--- config.mk ---
export PLATFORM = sky130hd
export DESIGN_NAME = spi_cfg_arbiter
export DESIGN_NICKNAME = d
export VERILOG_FILES = /design/src/rtl/spi_cfg_arbiter.sv
export SDC_FILE = /design/constraint.sdc
export NUM_CORES = 1
export LEC_CHECK = 0
export CORE_MARGIN = 4
export CORE_UTILIZATION = 47
export CTS_BUF_LIST = sky130_fd_sc_hd__clkbuf_8
export DETAILED_ROUTE_END_ITERATION = 10
export PLACE_DENSITY = 0.9
export SLEW_MARGIN = 5
export SYNTH_ARGS = -nofsm -noshare
export SYNTH_HDL_FRONTEND = slang
export SYNTH_SLANG_ARGS = --single-unit
--- constraint.sdc ---
create_clock -name clk -period 2.4 [get_ports clk]
set_input_delay 0.36 -clock clk [delete_from_list [all_inputs] [get_ports clk]]
set_output_delay 0.36 -clock clk [all_outputs]
set_load 0.02 [all_outputs]
--- src/rtl/spi_cfg_arbiter.sv ---
// Round-robin arbiter sharing one SPI bus among several configuration requesters.
// Each grant shifts a 32-bit word LSB-first, optionally followed by a 32-bit read-back phase.
module spi_cfg_arbiter #(
  parameter int unsigned N_REQ   = 3,
  parameter int unsigned N_DEV   = 2,
  parameter int unsigned DEV_W   = 1,
  parameter int unsigned CLK_DIV = 4,
  parameter int unsigned GAP_CYC = 600
) (
  input  logic                   clk,
  input  logic                   rst_n,
  input  logic [N_REQ-1:0]       req,
  input  logic [N_REQ-1:0]       req_rd,
  input  logic [N_REQ*DEV_W-1:0] req_dev,
  input  logic [N_REQ*32-1:0]    req_data,
  output logic [N_REQ-1:0]       gnt,
  output logic [N_REQ-1:0]       ack,
  output logic [31:0]            rdata,
  output logic                   busy,
  output logic                   spi_clk,
  output logic                   spi_mosi,
  input  logic                   spi_miso,
  output logic [N_DEV-1:0]       spi_le
);

  localparam int unsigned PTR_W = (N_REQ > 1) ? $clog2(N_REQ) : 1;
  localparam int unsigned DIV_W = $clog2(2 * CLK_DIV);
  localparam int unsigned GAP_W = (GAP_CYC > 1) ? $clog2(GAP_CYC) : 1;

  localparam logic [DIV_W-1:0] DIV_RISE = DIV_W'(CLK_DIV - 1);
  localparam logic [DIV_W-1:0] DIV_LAST = DIV_W'(2 * CLK_DIV - 1);
  localparam logic [GAP_W-1:0] GAP_LAST = GAP_W'(GAP_CYC - 1);

  typedef enum logic [2:0] {
    IDLE,
    WR_SHIFT,
    WR_GAP,
    RD_SHIFT,
    RD_GAP
  } state_t;

  state_t             state_q, state_d;
  logic [PTR_W-1:0]   ptr_q, ptr_d;
  logic [31:0]        data_q, data_d;
  logic [DEV_W-1:0]   dev_q, dev_d;
  logic               rd_q, rd_d;
  logic [DIV_W-1:0]   div_q, div_d;
  logic [4:0]         bit_q, bit_d;
  logic [GAP_W-1:0]   gap_q, gap_d;
  logic [31:0]        shreg_q, shreg_d;

  logic [N_REQ-1:0]   gnt_d, ack_d;
  logic [31:0]        rdata_d;
  logic               sclk_d, mosi_d;
  logic [N_DEV-1:0]   le_d;

  logic [31:0]        data_arr [N_REQ];
  logic [DEV_W-1:0]   dev_arr  [N_REQ];

  logic               win_found;
  logic [PTR_W-1:0]   win_idx;
  logic [PTR_W-1:0]   cand;
  int unsigned        idx;

  // Active-low enable for the addressed device; out-of-range selects leave all lines high.
  function automatic logic [N_DEV-1:0] le_for(input logic [DEV_W-1:0] dev);
    logic [N_DEV-1:0] le;
    le = '1;
    for (int unsigned i = 0; i < N_DEV; i++) begin
      if (32'(dev) == i) le[i] = 1'b0;
    end
    return le;
  endfunction

  always_comb begin
    for (int unsigned i = 0; i < N_REQ; i++) begin
      data_arr[i] = req_data[i*32 +: 32];
      dev_arr[i]  = req_dev[i*DEV_W +: DEV_W];
    end
  end

  // Search starts one past the last winner so every requester gets a turn.
  always_comb begin
    win_found = 1'b0;
    win_idx   = '0;
    idx       = 0;
    cand      = '0;
    for (int unsigned off = 1; off <= N_REQ; off++) begin
      idx = 32'(ptr_q) + off;
      if (idx >= N_REQ) idx = idx - N_REQ;
      cand = PTR_W'(idx);
      if (!win_found && req[cand]) begin
        win_found = 1'b1;
        win_idx   = cand;
      end
    end
  end

  always_comb begin
    state_d = state_q;
    ptr_d   = ptr_q;
    data_d  = data_q;
    dev_d   = dev_q;
    rd_d    = rd_q;
    div_d   = div_q;
    bit_d   = bit_q;
    gap_d   = gap_q;
    shreg_d = shreg_q;
    gnt_d   = gnt;
    ack_d   = '0;
    rdata_d = rdata;
    sclk_d  = spi_clk;
    mosi_d  = spi_mosi;
    le_d    = spi_le;

    unique case (state_q)
      IDLE: begin
        if (win_found) begin
          state_d        = WR_SHIFT;
          ptr_d          = win_idx;
          gnt_d          = '0;
          gnt_d[win_idx] = 1'b1;
          data_d         = data_arr[win_idx];
          dev_d          = dev_arr[win_idx];
          rd_d           = req_rd[win_idx];
          le_d           = le_for(dev_arr[win_idx]);
          mosi_d         = data_arr[win_idx][0];
          sclk_d         = 1'b0;
          div_d          = '0;
          bit_d          = '0;
        end
      end

      WR_SHIFT, RD_SHIFT: begin
        div_d = div_q + 1'b1;
        if (div_q == DIV_RISE) begin
          sclk_d = 1'b1;
          if (state_q == RD_SHIFT) shreg_d = {spi_miso, shreg_q[31:1]};
        end
        if (div_q == DIV_LAST) begin
          div_d  = '0;
          sclk_d = 1'b0;
          if (bit_q == 5'd31) begin
            mosi_d  = 1'b0;
            le_d    = '1;
            gap_d   = '0;
            state_d = (state_q == WR_SHIFT) ? WR_GAP : RD_GAP;
          end else begin
            bit_d = bit_q + 5'd1;
            // The word is shifted down so the next bit always sits at data_q[1].
            if (state_q == WR_SHIFT) begin
              mosi_d = data_q[1];
              data_d = {1'b0, data_q[31:1]};
            end
          end
        end
      end

      WR_GAP: begin
        gap_d = gap_q + 1'b1;
        if (gap_q == GAP_LAST) begin
          if (rd_q) begin
            state_d = RD_SHIFT;
            le_d    = le_for(dev_q);
            sclk_d  = 1'b0;
            mosi_d  = 1'b0;
            div_d   = '0;
            bit_d   = '0;
          end else begin
            state_d       = IDLE;
            ack_d[ptr_q]  = 1'b1;
            gnt_d         = '0;
          end
        end
      end

      RD_GAP: begin
        gap_d = gap_q + 1'b1;
        if (gap_q == GAP_LAST) begin
          state_d      = IDLE;
          rdata_d      = shreg_q;
          ack_d[ptr_q] = 1'b1;
          gnt_d        = '0;
        end
      end

      default: state_d = IDLE;
    endcase
  end

  always_ff @(posedge clk) begin
    if (!rst_n) begin
      state_q  <= IDLE;
      ptr_q    <= PTR_W'(N_REQ - 1);
      data_q   <= '0;
      dev_q    <= '0;
      rd_q     <= 1'b0;
      div_q    <= '0;
      bit_q    <= '0;
      gap_q    <= '0;
      shreg_q  <= '0;
      gnt      <= '0;
      ack      <= '0;
      rdata    <= '0;
      spi_clk  <= 1'b0;
      spi_mosi <= 1'b0;
      spi_le   <= '1;
    end else begin
      state_q  <= state_d;
      ptr_q    <= ptr_d;
      data_q   <= data_d;
      dev_q    <= dev_d;
      rd_q     <= rd_d;
      div_q    <= div_d;
      bit_q    <= bit_d;
      gap_q    <= gap_d;
      shreg_q  <= shreg_d;
      gnt      <= gnt_d;
      ack      <= ack_d;
      rdata    <= rdata_d;
      spi_clk  <= sclk_d;
      spi_mosi <= mosi_d;
      spi_le   <= le_d;
    end
  end

  assign busy = (state_q != IDLE);

endmodule

# Word-level counts from Yosys, hierarchy flattened
# Cells that the tools add are included.
# W data, S select, Z words.
[totals]
ff_bits = 131
input_bits = 108
out_inout_bits = 43
[op_classes]
order_cmp = 11
muxes = 83
n_reduce_logical = 26
add_sub_neg = 9
n_bitwise = 1
eq_ne = 19
[op_table]
columns = ["op", "count"]
rows = [
  ["$mux W32", 6],
  ["$bmux W32 S2", 1],
  ["$pmux W32 S2", 1],
  ["$mux W3", 16],
  ["$mux W5", 5],
  ["$mux W1", 24],
  ["$mux W2", 12],
  ["$mux W10", 2],
  ["$pmux W10 S2", 1],
  ["$reduce_and A5 Y1", 4],
  ["$ne A2 B2 Y1 const B", 9],
  ["$pmux W3 S3", 2],
  ["$reduce_and A6 Y1", 3],
  ["$lt A2 B3 Y1 const B", 5],
  ["$pmux W5 S3", 1],
  ["$pmux W3 S4", 1],
  ["$add A10 B1 Y10 const B", 1],
  ["$bmux W1 S2", 5],
  ["$eq A10 B10 Y1 const B", 1],
  ["$eq A3 B2 Y1 const B", 3],
  ["$ge A3 B2 Y1 const B", 3],
  ["$reduce_bool A3 Y1", 3],
  ["$add A2 B2 Y3 const B", 2],
  ["$eq A3 B3 Y1 const B", 2],
  ["other kinds (22)", 36],
]

# Logic depth before layout (Yosys ltp)
[depth]
ltp_word = 19
depth_mapped = 11
ltp_nobuf = 9

# Least setup slack after synthesis
# No wires, ideal clock.
[synth_path]
path_type = "flip-flop to flip-flop"
startpoint = "register ptr_q[0]"
endpoint = "register data_q[22]"
synth_period_minus_slack_ns = 2.371
slack_ns = 0.029
setup_time_ns = 0.137
arrival_ns = 2.234
stages_incl_launch_ff = 12
required_ns = 2.263
cell_sequence = "dfxtp_1 -> inv_1 -> ha_1 -> buf_2 -> buf_2 -> a221oi_1 -> o22ai_2 -> buf_2 -> buf_4 -> a31o_2 -> o21bai_1 -> a31oi_1"
[synth_between]
elab_chain_cells = 18
elab_cells_between_ends = 36
classes_between = "add/sub (6); order compare (3); eq/ne (1); mux (20); bitwise (1); reduce/logical (5)"
[synth_rtl]
columns = ["element", "line_no", "rtl"]
rows = [
  ["from (decl)", "43", "logic [PTR_W-1:0] ptr_q, ptr_d;"],
  ["from (signal assigned)", "194", "ptr_q <= PTR_W'(N_REQ - 1);"],
  ["from (signal assigned)", "210", "ptr_q <= ptr_d;"],
  ["$add A2 B1 Y3", "89", "idx = 32'(ptr_q) + off;"],
  ["$ge A3 B2 Y1 / $sub A2 B2 Y2 (equally long branches)", "90", "if (idx >= N_REQ) idx = idx - N_REQ;"],
  ["$mux W2", "90", ""],
  ["$bmux W1 S2", "92", "if (!win_found && req[cand]) begin"],
  ["$mux W1 (not written as such)", "92", ""],
  ["$mux W1", "92", ""],
  ["$logic_not A1 Y1", "92", ""],
  ["$logic_and A1 B1 Y1", "92", ""],
  ["$mux W1", "92", ""],
  ["$logic_not A1 Y1", "92", ""],
  ["$logic_and A1 B1 Y1", "92", ""],
  ["$mux W2", "92", ""],
  ["$not A2 Y3 (not written as such)", "123", "data_d = data_arr[win_idx];"],
  ["$bmux W32 S2", "123", ""],
  ["$mux W32 (2 in a row)", "--", ""],
  ["$mux W32", "118", "if (win_found) begin"],
  ["$pmux W32 S2", "116", "unique case (state_q)"],
  ["to (signal assigned)", "211", "data_q <= data_d;"],
  ["to (decl)", "44", "logic [31:0] data_q, data_d;"],
]
# Parallel ways exist; a longest one is shown, timed or not. The select of a mux whose other input is x is not followed.
# A chain may end at the register's enable or synchronous reset.

# Final worst setup path
[layout_path]
startpoint = "register ptr_q[1]"
endpoint = "register data_q[18]"
# The elaborated chain is that of the path after synthesis.

==> results.md <==
* Status: completed
* Largest area contributor in the netlist: dfxtp_1
* Buffers on Ports at 150
* Tot Pwr at 9.85 mW
* Slowest CP cell: or3_4
* Nets at between 1,000 and 1,500
* Post-synthesis cell area at between 6000 and 7000 um^2
* Critical Path Fanout Max at 61
* Dpl hpwl at 11,900 um
* Setup crit end kind: flop
* Slew @ Worst Pin at 1.07 ns
* Clock latency reported for the late side of the worst-skew pair at between 0.4 and 0.5 ns
* Clk pin slew, worst setup/hold paths at ~0.07 ns
* VDD IR-drop max at approximately 0.8 mV
* Reg2reg setup slack at between 0.04 and 0.05 ns
* I/O pin total at approximately 150
* Worst EP required at ~2.7 ns
* Minimum clock period at 2.36 ns
* Syn_nets at approximately 940
* Clk root buf: clkbuf_8
* Synth area leaders: dfxtp_1, nand2_1, a21boi_0, o21ai_0, a31o_2
* Largest net degree at the start of global routing at 67
* Worst path cell trace: inv_2 -> ha_4 -> clkbuf_2 -> a21oi_1 -> or3_4 -> o211a_2 -> buf_12 -> o21ai_0 -> a31oi_1
* CP arrival at about 2.7 ns
* Antenna diodes at 0
* CTS tree: built
* Warnings, synthesis at 0
* CTS Buf Count at 17
* Final Hold Fails at 0
* Routed Wire Length at approximately 17,000 um
* Crit-path leading delay family: compound AO/OA/AOI/OAI gates
* Mapped Cells at between 800 and 900
* Hold Path Class: input port to flop
* F_max at 424 MHz
* Share of the synthesized area in the top cell type at approximately 40%
* CP startpoint kind: flop
* CP bufs+invs at 3
* # rows at 42
* All-Layer GR Usage at approximately a fifth
* Total global routing overflow at 0
* Via-to-Cell Ratio at roughly 5.6
* First-pass GRT wire length at 27,900 um
* Leak Pwr at ~3.2 nW
* Clock Skew at ~0.013 ns
* Vias in the first global route at ~6,000
* Setup Total Neg Slack at 0 ns
* Final period util at between 90% and 100%
* PwrDens at ~1100 nW/um^2
* Slew HR at 28.7%
* Commonest cells after routing, fill and taps aside: nand2_1, clkdlybuf4s50_1, dfxtp_1
* Vias at between 6,000 and 7,000
* Sequential cell area fraction in the yosys report at approximately two fifths
* GPL Wtd Cong at between 0.8 and 0.9
* H-Tree Level Count at 4
* Number of enable flip-flop cells after synthesis at 0
* FFs w/ async S/R, synth at 0%
* Final setup fails at 0
* Commonest non-fill, non-tap cell in the layout: nand2_1
* Clk buf depth at 2
* DRT antenna net count at 0
* Detailed-route wire length per cell at 15.0 um
* Yosys cell types at approximately 60
* Max-slew violation count at 0
* Max incr delay on CP at approximately 0.42 ns
* Die W at around 130 um
* Max-cap violation count at 0
* DR iter-0 viols at 595
* Layout fillers at approximately 1,100
* Most used flip-flop cell after synthesis: dfxtp_1
* Core area at around 13,000 um^2
* DR DRC count at 0
* Seq cells post-synth at 130
* Drt pass-1 iters at 4
* Area delta synth->final at 34.6%
* Share of layout cells above drive strength 1 at between 10% and 20%
* Initial Util at 48.9%
* Final Util at around two thirds
* Average size of a mapped cell at around 8 um^2
* Register area at around 2600 um^2
* Die height at between 100 and 150 um
* Die area at between 15,000 and 20,000 um^2
* Initial antenna violation count at 0
* Critical path type: flop to flop
* Multi-input gate area at between 3000 and 4000 um^2
* Clk sink count at 130
==> layout make-up <==
cell class | count | share of cell area, %
clock buffer | 18 | 2.80
sequential | 130 | 29.5
tap | 176 | 2.49
timing repair buffer | 184 | 20.9
multi-input combinational | 612 | 42.2
clock inverter | 14 | 1.68
inverter | 11 | 0.466
==> power breakdown <==
| part | internal [mW] | switching [mW] | leakage (nW) | total (mW) |
|---|---|---|---|---|
| combinational | 2.41 | 2.82 | 1.90 | 5.23 |
| sequential | 2.53 | 0.233 | 1.06 | 2.77 |
| clock | 1.03 | 0.816 | 0.213 | 1.85 |
| total | 5.98 | 3.87 | 3.17 | 9.85 |
==> what timing repair did <==
action / in CTS / in global routing
pin swaps: 0 / 2
endpoints found under the setup margin: 37 / 46
cloned: 0 / 1
setup buffers: 0 / 1
hold buffers: 0 / 0
resized for setup: 3 / 32
==> logic make-up after synthesis <==
group           after synthesis  synth area share, %
simple gates                275                 18.2
mux                           6                0.913
flops                       130                 39.6
buf+inv                      82                 5.06
fa+ha+maj                    10                 1.90
compound gates              311                 33.0
xor+xnor                     10                 1.33
==> registers in the layout (all words and copies together) (netlist names), 2 cells and up <==
register and flops:
gap_q 10, div_q 3, rdata 32, ack 3, bit_q 5, state_q 3
spi_le 2, data_q 31, gnt 3, shreg_q 32, ptr_q 2
==> through the flow <==
stage / cells / setup WS [ns] / area, um^2 / hold WS, ns
global placement: 1111 / -0.0178 / 8340 / 0.441
detailed placement: 1111 / -0.0661 / 8340 / 0.450
finish: 1145 / 0.0434 / 8850 / 0.436
CTS: 1143 / 0.0106 / 8750 / 0.388
floorplan: 824 / 0.0291 / 6580 / 0.424
global route: 1145 / -0.0289 / 8850 / 0.461
==> synthesized netlist by cell type, drive strengths merged, types with 11 or more instances <==
library cell and n:
a21boi 98, a31o 30, a31oi 35, buf 20
clkbuf 51, dfxtp 130, inv 11, nand2 188
nand3 11, nor2 27, o21ai 71, o21bai 30
==> metal layers <==
| layer | up-vias | part of all wire, % | routed length, um | global-route usage, % |
|---|---|---|---|---|
| met5 | - | 0 | 0 | 0 |
| met2 | 224 | 47 | 8180 | 35.7 |
| li1 | 3172 | - | - | - |
| met3 | 31 | 7.7 | 1330 | 6.73 |
| met4 | 0 | 1.8 | 307 | 6.37 |
| met1 | 2958 | 43 | 7410 | 24.8 |
==> final timing paths <==
path	start	cells past startpoint	end
max	ptr_q[1]	9	data_q[18]
min	rst_n	2	spi_le[1]
max reg2reg	ptr_q[1]	9	data_q[18]
min reg2reg	rdata[29]	2	rdata[29]
No activity file was read; power rests on OpenSTA's default activity.
